===== src/rtl/audio_lock_detect_if.sv =====
// Bus bundle between the I2S frame-lock detector and its environment.
interface audio_lock_detect_if #(
  parameter int unsigned CNT_W = 12
);
  logic             enable_in;
  logic             ws_in;
  logic             audio_locked_out;
  logic [CNT_W-1:0] period_out;
  logic             frame_strobe_out;

  // Environment side: drives enable and word-select, observes lock status.
  modport master (
    output enable_in, ws_in,
    input  audio_locked_out, period_out, frame_strobe_out
  );

  // Detector side.
  modport slave (
    input  enable_in, ws_in,
    output audio_locked_out, period_out, frame_strobe_out
  );
endinterface


===== src/rtl/audio_lock_detect.sv =====
// I2S frame-rate lock detector: measures ws rising-edge periods in clk_in
// cycles and declares lock after a run of consistent periods.
module audio_lock_detect #(
  parameter int unsigned CNT_W         = 12,
  parameter int unsigned MIN_PERIOD    = 16,
  parameter int unsigned TOL           = 2,
  parameter int unsigned LOCK_FRAMES   = 8,
  parameter int unsigned UNLOCK_MISSES = 2
) (
  input  logic                 clk_in,
  input  logic                 resetb,
  audio_lock_detect_if.slave   bus
);

  localparam int unsigned MC_W = (LOCK_FRAMES   < 1) ? 1 : $clog2(LOCK_FRAMES + 1);
  localparam int unsigned MS_W = (UNLOCK_MISSES < 1) ? 1 : $clog2(UNLOCK_MISSES + 1);
  localparam logic [CNT_W-1:0] TIMEOUT = {CNT_W{1'b1}};

  typedef enum logic [2:0] {
    ST_IDLE,
    ST_SEARCH,
    ST_PRIME,
    ST_ACQUIRE,
    ST_LOCKED
  } state_e;

  state_e           state_q, state_d;
  logic             ws_s1_q, ws_s2_q, ws_edge_q;
  logic [CNT_W-1:0] cnt_q, cnt_d;
  logic [CNT_W-1:0] ref_q, ref_d;
  logic [MC_W-1:0]  match_cnt_q, match_cnt_d;
  logic [MS_W-1:0]  miss_cnt_q, miss_cnt_d;
  logic             locked_q, locked_d;
  logic [CNT_W-1:0] period_q, period_d;
  logic             strobe_q, strobe_d;

  logic             edge_c;
  logic             timeout_c;
  logic signed [CNT_W:0] diff_c;
  logic [CNT_W:0]   abs_diff_c;
  logic             match_c;

  // Bring asynchronous ws into the clk_in domain and keep one extra stage for edge detection.
  always_ff @(posedge clk_in) begin
    if (!resetb) begin
      ws_s1_q   <= 1'b0;
      ws_s2_q   <= 1'b0;
      ws_edge_q <= 1'b0;
    end else begin
      ws_s1_q   <= bus.ws_in;
      ws_s2_q   <= ws_s1_q;
      ws_edge_q <= ws_s2_q;
    end
  end

  // Measured period is the counter value on the edge cycle; compare it with the reference.
  always_comb begin
    edge_c     = ws_s2_q & ~ws_edge_q;
    timeout_c  = (cnt_q == TIMEOUT);
    diff_c     = $signed({1'b0, cnt_q}) - $signed({1'b0, ref_q});
    abs_diff_c = diff_c[CNT_W] ? (CNT_W+1)'(-diff_c) : (CNT_W+1)'(diff_c);
    match_c    = (cnt_q >= CNT_W'(MIN_PERIOD)) && !timeout_c &&
                 (abs_diff_c <= (CNT_W+1)'(TOL));
  end

  // Next-state, datapath and output decode; disable overrides edge and timeout.
  always_comb begin
    state_d     = state_q;
    ref_d       = ref_q;
    match_cnt_d = match_cnt_q;
    miss_cnt_d  = miss_cnt_q;
    if (edge_c) begin
      cnt_d = CNT_W'(1);
    end else if (timeout_c) begin
      cnt_d = cnt_q;
    end else begin
      cnt_d = cnt_q + CNT_W'(1);
    end

    if (!bus.enable_in) begin
      state_d     = ST_IDLE;
      cnt_d       = '0;
      ref_d       = '0;
      match_cnt_d = '0;
      miss_cnt_d  = '0;
    end else begin
      unique case (state_q)
        ST_IDLE: begin
          state_d = ST_SEARCH;
        end
        ST_SEARCH: begin
          if (edge_c) state_d = ST_PRIME;
        end
        ST_PRIME: begin
          if (edge_c) begin
            ref_d       = cnt_q;
            match_cnt_d = '0;
            state_d     = ST_ACQUIRE;
          end else if (timeout_c) begin
            state_d     = ST_SEARCH;
            match_cnt_d = '0;
            miss_cnt_d  = '0;
          end
        end
        ST_ACQUIRE: begin
          if (edge_c) begin
            if (match_c) begin
              match_cnt_d = match_cnt_q + MC_W'(1);
              if (match_cnt_d == MC_W'(LOCK_FRAMES)) begin
                state_d    = ST_LOCKED;
                miss_cnt_d = '0;
              end
            end else begin
              ref_d       = cnt_q;
              match_cnt_d = '0;
            end
          end else if (timeout_c) begin
            state_d     = ST_SEARCH;
            match_cnt_d = '0;
            miss_cnt_d  = '0;
          end
        end
        ST_LOCKED: begin
          if (edge_c) begin
            if (match_c) begin
              ref_d      = cnt_q;
              miss_cnt_d = '0;
            end else begin
              miss_cnt_d = miss_cnt_q + MS_W'(1);
              if (miss_cnt_d == MS_W'(UNLOCK_MISSES)) begin
                state_d     = ST_SEARCH;
                match_cnt_d = '0;
                miss_cnt_d  = '0;
              end
            end
          end else if (timeout_c) begin
            state_d     = ST_SEARCH;
            match_cnt_d = '0;
            miss_cnt_d  = '0;
          end
        end
        default: begin
          state_d = ST_IDLE;
        end
      endcase
    end

    locked_d = (state_d == ST_LOCKED);
    period_d = locked_d ? ref_d : '0;
    strobe_d = bus.enable_in && edge_c &&
               ((state_q == ST_LOCKED) || (state_d == ST_LOCKED));
  end

  // State, datapath and registered outputs.
  always_ff @(posedge clk_in) begin
    if (!resetb) begin
      state_q     <= ST_IDLE;
      cnt_q       <= '0;
      ref_q       <= '0;
      match_cnt_q <= '0;
      miss_cnt_q  <= '0;
      locked_q    <= 1'b0;
      period_q    <= '0;
      strobe_q    <= 1'b0;
    end else begin
      state_q     <= state_d;
      cnt_q       <= cnt_d;
      ref_q       <= ref_d;
      match_cnt_q <= match_cnt_d;
      miss_cnt_q  <= miss_cnt_d;
      locked_q    <= locked_d;
      period_q    <= period_d;
      strobe_q    <= strobe_d;
    end
  end

  assign bus.audio_locked_out = locked_q;
  assign bus.period_out       = period_q;
  assign bus.frame_strobe_out = strobe_q;

endmodule


===== src/flat_wrapper.sv =====
// flat-port wrapper written by rule: the top's interface ports become plain ports
module audio_lock_detect_flat 
#(
  parameter int unsigned CNT_W         = 12,
  parameter int unsigned MIN_PERIOD    = 16,
  parameter int unsigned TOL           = 2,
  parameter int unsigned LOCK_FRAMES   = 8,
  parameter int unsigned UNLOCK_MISSES = 2
)
  (clk_in, resetb, bus_enable_in, bus_ws_in, bus_audio_locked_out, bus_period_out, bus_frame_strobe_out);
  audio_lock_detect_if #(.CNT_W(CNT_W)) bus_i ();
  input  logic clk_in;
  input  logic resetb;
  input wire logic [$bits(bus_i.enable_in)-1:0] bus_enable_in;
  input wire logic [$bits(bus_i.ws_in)-1:0] bus_ws_in;
  output wire logic [$bits(bus_i.audio_locked_out)-1:0] bus_audio_locked_out;
  output wire logic [$bits(bus_i.period_out)-1:0] bus_period_out;
  output wire logic [$bits(bus_i.frame_strobe_out)-1:0] bus_frame_strobe_out;
  assign bus_i.enable_in = bus_enable_in;
  assign bus_i.ws_in = bus_ws_in;
  assign bus_audio_locked_out = bus_i.audio_locked_out;
  assign bus_period_out = bus_i.period_out;
  assign bus_frame_strobe_out = bus_i.frame_strobe_out;
  audio_lock_detect #(.CNT_W(CNT_W), .MIN_PERIOD(MIN_PERIOD), .TOL(TOL), .LOCK_FRAMES(LOCK_FRAMES), .UNLOCK_MISSES(UNLOCK_MISSES)) u_core (.clk_in(clk_in), .resetb(resetb), .bus(bus_i));
endmodule

===== config.mk =====
export PLATFORM = sky130hd
export DESIGN_NAME = audio_lock_detect_flat
export DESIGN_NICKNAME = d
export VERILOG_FILES = /design/src/rtl/audio_lock_detect_if.sv /design/src/rtl/audio_lock_detect.sv /design/src/flat_wrapper.sv
export SDC_FILE = /design/constraint.sdc
export NUM_CORES = 1
export LEC_CHECK = 0
export BUFFER_PORTS_ARGS = -buffer_cell sky130_fd_sc_hd__buf_2
export CORE_MARGIN = 1
export CORE_UTILIZATION = 50
export DETAILED_ROUTE_END_ITERATION = 8
export PLACE_DENSITY = 0.67
export SLEW_MARGIN = 0
export SYNTH_ARGS = -nofsm -noshare
export SYNTH_HDL_FRONTEND = slang
export SYNTH_SLANG_ARGS = --single-unit

===== constraint.sdc =====
create_clock -name clk_in -period 9 [get_ports clk_in]
set_clock_uncertainty 0.05 [all_clocks]
set_input_delay 0.45 -clock clk_in [delete_from_list [all_inputs] [get_ports clk_in]]
set_output_delay 0.45 -clock clk_in [all_outputs]
set_load 0.05 [all_outputs]

# After elaboration in Yosys (flattened, before gate mapping)
# Cells that the tools add are included.
dict set report totals {
  ff_bits 50
  inputBits 4
  output_inout_bits 14
  elab_cells 88
}
dict set report classes {
  n_addsub 5
  magnitude_cmp 2
  n_eq_ne 14
  muxes 38
  n_bitwise 4
  reduce_logical 13
}
# cell count
set ops {}
lappend ops {{12-bit 2-to-1 mux} 6}
lappend ops {{12-bit one-hot mux with 3 select lines} 1}
lappend ops {{3-bit 2-to-1 mux} 10}
lappend ops {{4-bit 2-to-1 mux} 7}
lappend ops {{2-bit 2-to-1 mux} 8}
lappend ops {{3-bit one-hot mux with 5 select lines} 1}
lappend ops {{13-bit by 2-bit <= comparator with 1-bit output (second input constant)} 1}
lappend ops {{13-bit 2-to-1 mux} 1}
lappend ops {{13-bit negation} 1}
lappend ops {{12-bit by 12-bit subtractor with 13-bit output} 1}
lappend ops {{12-bit by 1-bit adder with 12-bit output (second input constant)} 1}
lappend ops {{12-bit == test (second input constant)} 1}
lappend ops {{12-bit by 5-bit >= comparator with 1-bit output (second input constant)} 1}
lappend ops {{3-bit != test (second input constant)} 4}
lappend ops {{4-bit one-hot mux with 3 select lines} 1}
lappend ops {{3-bit by 2-bit == test with 1-bit output (second input constant)} 2}
lappend ops {{3-bit == test (second input constant)} 2}
lappend ops {{2-bit one-hot mux with 3 select lines} 1}
lappend ops {{4-bit by 1-bit adder with 4-bit output (second input constant)} 1}
lappend ops {{4-bit == test (second input constant)} 1}
lappend ops {{1-bit logical AND} 4}
lappend ops {{2-bit AND reduction} 2}
lappend ops {{4-bit AND reduction} 1}
lappend ops {{3-bit by 1-bit == test with 1-bit output (second input constant)} 1}
lappend ops {{other kinds (13)} 16}

# Depth between registers and ports, before layout
# Gate-level depths: netlist (run 1).
dict set report depth {
  ltp_word 12
  ltp_mapped 17
  mapped_depth_nobuf 14
}

# Worst setup path after synthesis (run 1)
# OpenSTA, ideal clock, no wires.
dict set report synth_timing {
  path_kind {register -> register}
  from {register u_core.cnt_q[0]}
  to {register u_core.period_q[1] (netlist: u_core.bus.period_out[1])}
  setup_time_ns 0.125
  arrival_ns 3.463
  required_ns 8.825
  slack_ns 5.362
  path_stages_with_launch 16
  path_buffers 2
  synth_period_minus_slack_ns 3.638
  path_cell_list {dfxtp_1 inv_1 ha_1 fa_1 nand2b_1 a21oi_1 xnor2_1 nand3_1 a2111oi_4 or3b_1 and4_1 buf_6 buf_6 o211ai_2 o31a_1 a31oi_1}
}
dict set report synth_via {
  elab_chain_cells 11
  word_cells_on_any_way 25
  cone_classes {2 x add/sub; 2 x order compare; 2 x eq/ne; 15 x mux; 4 x reduce/logical}
}
# element line_no
set synth_lines {}
lappend synth_lines {{from (decl)} audio_lock_detect.sv:29} ;# logic [CNT_W-1:0] cnt_q, cnt_d;
lappend synth_lines {{from (signal assigned)} audio_lock_detect.sv:167} ;# cnt_q <= cnt_d;
lappend synth_lines {{12-bit by 12-bit subtractor with 13-bit output} audio_lock_detect.sv:60} ;# diff_c = $signed({1'b0, cnt_q}) - $signed({1'b0, ref_q});
lappend synth_lines {{13-bit negation} audio_lock_detect.sv:61} ;# abs_diff_c = diff_c[CNT_W] ? (CNT_W+1)'(-diff_c) : (CNT_W+1)'(diff_c);
lappend synth_lines {{13-bit 2-to-1 mux} audio_lock_detect.sv:61}
lappend synth_lines {{13-bit by 2-bit <= comparator with 1-bit output} audio_lock_detect.sv:63} ;# (abs_diff_c <= (CNT_W+1)'(TOL));
lappend synth_lines {{1-bit logical AND} audio_lock_detect.sv:62} ;# match_c = (cnt_q >= CNT_W'(MIN_PERIOD)) && !timeout_c &&
lappend synth_lines {{3-bit 2-to-1 mux (on tied branches)} {audio_lock_detect.sv:125, audio_lock_detect.sv:107}}
lappend synth_lines {{3-bit 2-to-1 mux (on tied branches)} {audio_lock_detect.sv:124, audio_lock_detect.sv:106}}
lappend synth_lines {{3-bit one-hot mux with 5 select lines} audio_lock_detect.sv:87} ;# unique case (state_q)
lappend synth_lines {{3-bit 2-to-1 mux} audio_lock_detect.sv:80} ;# if (!bus.enable_in) begin
lappend synth_lines {{3-bit == test} audio_lock_detect.sv:148} ;# locked_d = (state_d == ST_LOCKED);
lappend synth_lines {{2-bit AND reduction (no source line)} n/a}
lappend synth_lines {{to (signal assigned)} audio_lock_detect.sv:172} ;# period_q <= period_d;
lappend synth_lines {{to (decl)} audio_lock_detect.sv:34} ;# logic [CNT_W-1:0] period_q, period_d;
# Several ways; a longest one is shown, not always the timed one.
# A chain may end at the register's enable or synchronous reset.

# Final worst setup path (run 1)
dict set report layout_timing {
  from {register u_core.cnt_q[0]}
  to {register u_core.period_q[5] (netlist: u_core.bus.period_out[5])}
}
# The elaborated chain is that of the path after synthesis.

==> results of run 1 <==
## layout make-up
class / instances / share of cell area
Timing Repair Buffer: 19 / 0.02450
Sequential cell: 50 / 0.2450
Multi-Input combinational cell: 418 / 0.6542
Clock buffer: 5 / 0.01685
Tap cell: 102 / 0.03124
Clock inverter: 3 / 0.009801
Inverter: 20 / 0.01838
## cells in the final DEF, fill, tap and decap left out, types with 3 or more instances in the layout
master	instances
a211oi_1	10
a211oi_2	5
a21boi_1	3
a21o_1	13
a21oi_1	59
a31oi_1	5
and2_1	9
and3_1	5
and4_1	4
buf_2	17
clkbuf_8	5
dfxtp_1	50
ha_1	16
inv_1	20
mux2i_1	3
nand2_1	37
nand2b_1	9
nand3_1	29
nand3b_1	3
nand4_1	4
nor2_1	46
nor3_1	15
nor3_2	4
nor3b_1	4
nor4_1	6
o211a_1	3
o211ai_1	5
o21a_1	3
o21ai_0	46
o21ai_1	7
or3_1	5
xnor2_1	7
xor2_1	6
## power by group through the flow
| stage | sequential, uW | clock, uW | combinational, uW |
|---|---|---|---|
| 3_3_place_gp | 229 | 0 | 41.9 |
| 5_1_grt | 225 | 170 | 48.2 |
| 2_1_floorplan | 228 | 0 | 35.2 |
| 3_5_place_dp | 229 | 0 | 42.8 |
| 4_1_cts | 224 | 162 | 43.0 |
| 6_report | 224 | 157 | 43.9 |
## state kept, by name (all words and copies together), names as in the netlist
signal	flops
u_core.bus.audio_locked_out	1
u_core.match_cnt_q	4
u_core.bus.period_out	12
u_core.ws_s1_q	1
u_core.miss_cnt_q	2
u_core.bus.frame_strobe_out	1
u_core.ws_edge_q	1
u_core.state_q	3
u_core.cnt_q	12
u_core.ref_q	12
u_core.ws_s2_q	1
## stage by stage
step                power [uW]  instance area, um2    util
detailed placement       272.3                3976  0.5173
floorplan                263.7                3956       -
finish                   425.5                4085  0.5314
global placement         271.2                3976  0.5173
global route             443.1                4085  0.5314
CTS                      429.1                4085  0.5314
## cell families after synthesis
family,after synthesis
simple gates,194
flops,50
xor+xnor,15
buf+inv,63
compound gates,188
fa+ha+maj,17
mux,4
## cells in the mapped netlist, types with 5 or more instances
cell      instances  area, um2
a21oi_1          59      295.3
nor2_1           46      172.7
inv_1            20      75.07
a31oi_1           5      31.28
a21o_1           13      97.59
nand2b_1          9      56.30
ha_1             16      200.2
nand2_1          37      138.9
and2_1            9      56.30
nand3_1          29      145.1
a211oi_2          5      62.56
o21ai_0          46      230.2
dfxtp_1          50       1001
o21ai_1           7      35.03
or3_1             5      31.28
o211ai_1          5      37.54
and3_1            5      31.28
nor4_1            6      37.54
nor3_1           15      75.07
xnor2_1           7      61.31
xor2_1            6      52.55
clkbuf_1         29      108.9
a211oi_1         10      75.07
buf_2             5      25.02
## per-layer routing
layer | routed length [um] | vias to the layer above | part of all wire
li1 | - | 1882 | -
met1 | 4768 | 1786 | 0.47
met2 | 4619 | 143 | 0.45
met3 | 658 | 17 | 0.065
met4 | 146 | 0 | 0.014
met5 | 0 | - | 0
## worst max-delay path, cell delays in order (launching register included)
cell      delay, ps
dfxtp_1         410
inv_1           120
ha_1            230
fa_1            430
nand2b_1        220
a21bo_4         250
a21o_1          180
a311oi_1        430
o21ai_0         250
o32ai_1         190
a31o_1          180
nand4_1         710
nand2_1         800
a211oi_1        210
a21oi_1         190
## worst max path at each step
stage,start,end,cells after the start
2_1_floorplan,u_core.cnt_q[0],u_core.bus.period_out[1],15
3_3_place_gp,u_core.cnt_q[0],u_core.bus.period_out[1],14
3_5_place_dp,u_core.cnt_q[0],u_core.bus.period_out[5],13
4_1_cts,u_core.cnt_q[0],u_core.bus.period_out[5],13
5_1_grt,u_core.cnt_q[0],u_core.bus.period_out[7],14
6_report,u_core.cnt_q[0],u_core.bus.period_out[5],14
==> flow_summary.yaml, run 1 <==
status:
  outcome: "finished, final reports clean"
timing:
  rsz0062_at_grt: "false"
  fmax_ghz: 0.2027
  setup_slack_ps: 4066
  finalCriticalPeriod_ps: 4934
  fin_crit_sh: 0.5483
  worst_slew_pin_slew_ps: 1127
  finalHoldViolCount: 0
  tns_ps: 0
  whs_ps: 315.0
  setup_violations: 0
  finalMaxSlewViolations: 0
  max-slew-margin-rel: 0.2486
global_routing:
  antenna_found_initial: 0
  grtUsageMet2: 0.4085
  grt_overflow_total: 0
  grt_max_degree: 43
  grt_pass1_vias: 3545
  grt-busiest-layer: "met2"
  grt.total_usage: 0.2523
  globalRouteMet1Util: 0.3557
  met3_usage: 0.03015
  grt_first_pass_wirelength_mm: 17.19
critical_path:
  cp_data_arrival_time_ps: 5100
  critical_path.endpoint_type: "flop"
  crit_path_start_kind: "flop"
  r2r_cells: 14
  r2r-start: "u_core.cnt_q[0]"
  crit_fanout: 21
  r2r_slack_ps: 4070
  timing.rr.end: "u_core.bus.period_out[5]"
  worstPathRequired_ps: 9170
  path_class: "flop to flop"
power:
  power.switching_uw: 104.6
  power_density_nw_per_um2: 104.2
  combPwrFrac: 0.103
  switching_share: 0.2457
  irDropWorstVdd_uv: 80.20
  pwr-share-seq: 0.527
  clkPwrFrac: 0.370
  p_leak_uw: 0.001477
  intPower_uw: 321.0
logic_synthesis:
  synth-seq-area-share: 0.2530
  synth-edff-count: 0
  synth_area_um2: 3956
  yosys.cell_types.count: 75
  synthMuxAreaShare: 0.01139
  synth_xor_xnor_area_share: 0.03700
  synth_compound_area_frac: 0.3153
  ys.flop_type: "dfxtp_1"
  syn_avg_cell_area_um2: 7.451
  synth-seq-cells: 50
  syn-num-nets: 552
  synthSimpleGateAreaFrac: 0.2555
  synthAdderAreaFrac: 0.05566
  netlist_instances: 531
  ys.warnings.count: 0
  synth-async-reset-ratio: 0
  synth_top_family_by_area: "compound AO/OA/AOI/OAI gates"
cts:
  path_clk_slew_ps: 90
  cts.path.max_buffers: 2
  cts_tree: "done"
  cts_hold_buf: 0
  ctsResizeCount: 0
  htreeDepth: 2
  clk_latency_ps: 300
  cts_root_buf: "clkbuf_8"
  cts_sinks: 50
  post_cts_buffers: 0
  cts_buffers: 5
finish:
  n_antenna_cell: 0
  instances_no_fill: 617
  nets: 535
  drive_gt1_frac: 0.1068
  seqCellArea_um2: 1001
  area_growth_pct: 3.257
  fillers: 758
  multi_input_area_um2: 2673
place:
  dp_slack_ps: 4261
  dp_hpwl_mm: 7.176
  place_congestion: 0.8611
  dp_cells: 609
  port_buffers: 17
drt:
  drc: 0
  wire_per_inst_um: 16.52
  ant_nets: 0
  via_count: 3828
  totalWireLength_mm: 10.19
  drtIter0Drc: 274
  vias_per_cell: 6.204
  drt_first_pass_iters: 5
worst_hold_path:
  min_path_type: "primary input to flop"
  whs_endpoint: "u_core.ws_s1_q"
  holdPathStages: 2
  hold_start: "bus_ws_in"
floorplan:
  die_area_um2: 8272
  die_h_um: 90.95
  io_pins: 18
  num_rows: 32
  die_x_um: 90.95
  start_util: 0.5146
  core_area_um2: 7687
flow_run:
  max_cap_viol_count: 0
(Power assumes the default switching activity.)
==> inputs of run 2 (changes only) <==
Settings changed: ABC_AREA set to 1, PLACE_DENSITY 0.67 to 0.69.
Clock period 9 ns to 4.35 ns, I/O delays scaled along.
==> flow_summary.yaml, run 2 <==
logic_synthesis:
  synth-async-reset-ratio: 0
  synth_xor_xnor_area_share: 0.01734
  netlist_instances: 681
  synth.most_common_cell: "nand2_1"
  yosys.area.top_type_share: 0.2477
  synth_largest_area_cell: "dfxtp_1"
  yosys-top-cells-count: "nand2_1 (205), inv_1 (95), nand3_1 (83), a21oi_1 (56), dfxtp_1 (50)"
  synthSimpleGateAreaFrac: 0.4384
  synth_area_um2: 4041
  synth-edff-count: 0
  syn-num-nets: 702
  ys.warnings.count: 0
  syn_avg_cell_area_um2: 5.934
  ys.flop_type: "dfxtp_1"
  synth-seq-cells: 50
  synth_compound_area_frac: 0.1186
  synthAdderAreaFrac: 0.05449
  yosys-top-cells-area: "dfxtp_1 (25%), nand2_1 (19%), nand3_1 (10%), inv_1 (8.8%), a21oi_1 (6.9%)"
  synth-seq-area-share: 0.2477
  synth_top_family_by_area: "simple AND/OR/NAND/NOR gates"
  synthMuxAreaShare: 0
  yosys.cell_types.count: 33
place:
  postPlaceCellArea_um2: 4197
  dp_cells: 789
  dp_hpwl_mm: 8.018
  port_buffers: 17
  dp_slack_ps: 569.8
  place_congestion: 0.8766
status:
  outcome: "finished, final reports clean"
finish:
  mostFrequentLayoutCells: "nand2_1 (205), inv_1 (95), nand3_1 (83), a21oi_1 (56), dfxtp_1 (50)"
  nets: 715
  final_common_cell: "nand2_1"
  seqCellArea_um2: 1001
  drive_gt1_frac: 0.1124
  area_growth_pct: 6.625
  instances_no_fill: 796
  fillers: 802
  n_antenna_cell: 0
  finalInstanceArea_um2: 4309
  multi_input_area_um2: 2544
critical_path:
  crit_fanout: 20
  crit_path_start_kind: "flop"
  crit_chain: "ha_1, nand2_1, a21oi_1, nor2_1, nand2_1, nor2_2, nand2_2, a21oi_1, nand2_1, nor2_1, nand2_1, nor2_2, nand3_4, nand2_1, o21ai_1, nand2_1, nand3_2, a21oi_1"
  worstPathRequired_ps: 4530
  critical_path.endpoint_type: "flop"
  cpLargestDelayFamily: "simple AND/OR/NAND/NOR gates"
  slowest_delay_ps: 640
  cp_slowest_cell: "nor2_2"
  crit_top_cell: "nand2_1"
  critPathBufInv: 0
  cp_data_arrival_time_ps: 4040
  path_class: "flop to flop"
floorplan:
  core_area_um2: 7767
  io_pins: 18
  die_h_um: 91.91
  die_area_um2: 8447
  start_util: 0.5203
  num_rows: 32
  die_x_um: 91.91
cts:
  clk_latency_ps: 300
  post_cts_buffers: 0
  cts_hold_buf: 0
  path_clk_slew_ps: 90
  cts.path.max_buffers: 2
  ctsResizeCount: 0
  cts_sinks: 50
  cts_tree: "done"
  cts_root_buf: "clkbuf_8"
  htreeDepth: 2
  cts_buffers: 5
drt:
  ant_nets: 0
  totalWireLength_mm: 10.60
  drc: 0
  via_count: 4210
  drtIter0Drc: 273
  vias_per_cell: 5.289
  drt_first_pass_iters: 5
  wire_per_inst_um: 13.31
global_routing:
  grt_first_pass_wirelength_mm: 17.77
  grt.total_usage: 0.2620
  grt_pass1_vias: 4015
  antenna_found_initial: 0
  grt_max_degree: 27
  grt_overflow_total: 0
timing:
  rsz0062_at_grt: "false"
  tns_ps: 0
  finalCriticalPeriod_ps: 3863
  setup_violations: 0
  max-slew-margin-rel: 0.4407
  fin_crit_sh: 0.8881
  fmax_ghz: 0.2588
  finalMaxSlewViolations: 0
  finalHoldViolCount: 0
  setup_slack_ps: 486.7
  worst_slew_pin_slew_ps: 838.0
worst_hold_path:
  min_path_type: "primary input to flop"
power:
  irDropWorstVdd_uv: 149.4
  p_leak_uw: 0.002327
  power_density_nw_per_um2: 203.0
flow_run:
  max_cap_viol_count: 0
==> run 2: cell count changes after synthesis, moves of 10 or more <==
cell	delta
nand2_2	+14
inv_1	+75
nor2_2	+12
nand2_1	+168
o21ai_0	-21
nand3_1	+54
a21o_1	-11
a211oi_1	-10
clkbuf_1	-21
==> run 2: worst paths after layout <==
path	to	slack, ps	from	depth (start not counted)
worst min register to register	u_core.ws_s2_q	370	u_core.ws_s1_q	2
worst min-delay path	u_core.ws_s1_q	40	bus_ws_in	3
worst max register to register	u_core.bus.frame_strobe_out	490	u_core.cnt_q[11]	18
worst max-delay path	u_core.bus.frame_strobe_out	490	u_core.cnt_q[11]	18
==> run 2: per-stage QoR <==
stage                     total power (uW)  hold WS [ps]  utilization
after floorplan                      529.5         261.0            -
after global placement               546.0         342.2       0.5403
after detailed placement             547.1         348.2       0.5403
after CTS                            882.9         45.66       0.5548
after global routing                 911.3         54.90       0.5548
final                                874.6         44.11       0.5548
==> run 2: area by class of cell <==
cell class / count / share of cell area
repair buffers: 23 / 0.03020
clock buffers: 6 / 0.01916
flip-flops and latches: 50 / 0.2323
well taps: 102 / 0.02962
multi-input cells: 509 / 0.5903
inverters: 105 / 0.09146
clock inverters: 1 / 0.006969
==> run 2: kinds of logic (layout without fill, tap and decap cells) <==
| logic type | after synthesis | after routing |
|---|---|---|
| xor+xnor | 8 | 8 |
| buf+inv | 122 | 135 |
| fa+ha+maj | 17 | 17 |
| compound gates | 90 | 90 |
| simple gates | 394 | 394 |
| flops | 50 | 50 |
==> run 2: per-layer routing <==
| layer | wire, um | vias to the layer above | GRT usage |
|---|---|---|---|
| met5 | 0 | - | 0 |
| met1 | 4871 | 1899 | 0.3216 |
| met2 | 4986 | 102 | 0.4695 |
| met3 | 450 | 22 | 0.02653 |
| li1 | - | 2187 | - |
| met4 | 290 | 0 | 0.09766 |
==> run 2: where the power goes <==
part / leakage (uW) / internal [uW] / switching [uW]
combinational: 0.00187 / 22.2 / 53.3
sequential: 0.000404 / 460 / 1.96
clock: 0.0000573 / 184 / 153
==> run 2: worst register-to-register path, cell delays in order, from the launching register on <==
cell,delay [ps]
dfxtp_1,500
ha_1,340
nand2_1,140
a21oi_1,60
nor2_1,150
nand2_1,90
nor2_2,640
nand2_2,130
a21oi_1,170
nand2_1,60
nor2_1,100
nand2_1,70
nor2_2,140
nand3_4,150
nand2_1,160
o21ai_1,80
nand2_1,90
nand3_2,380
a21oi_1,300
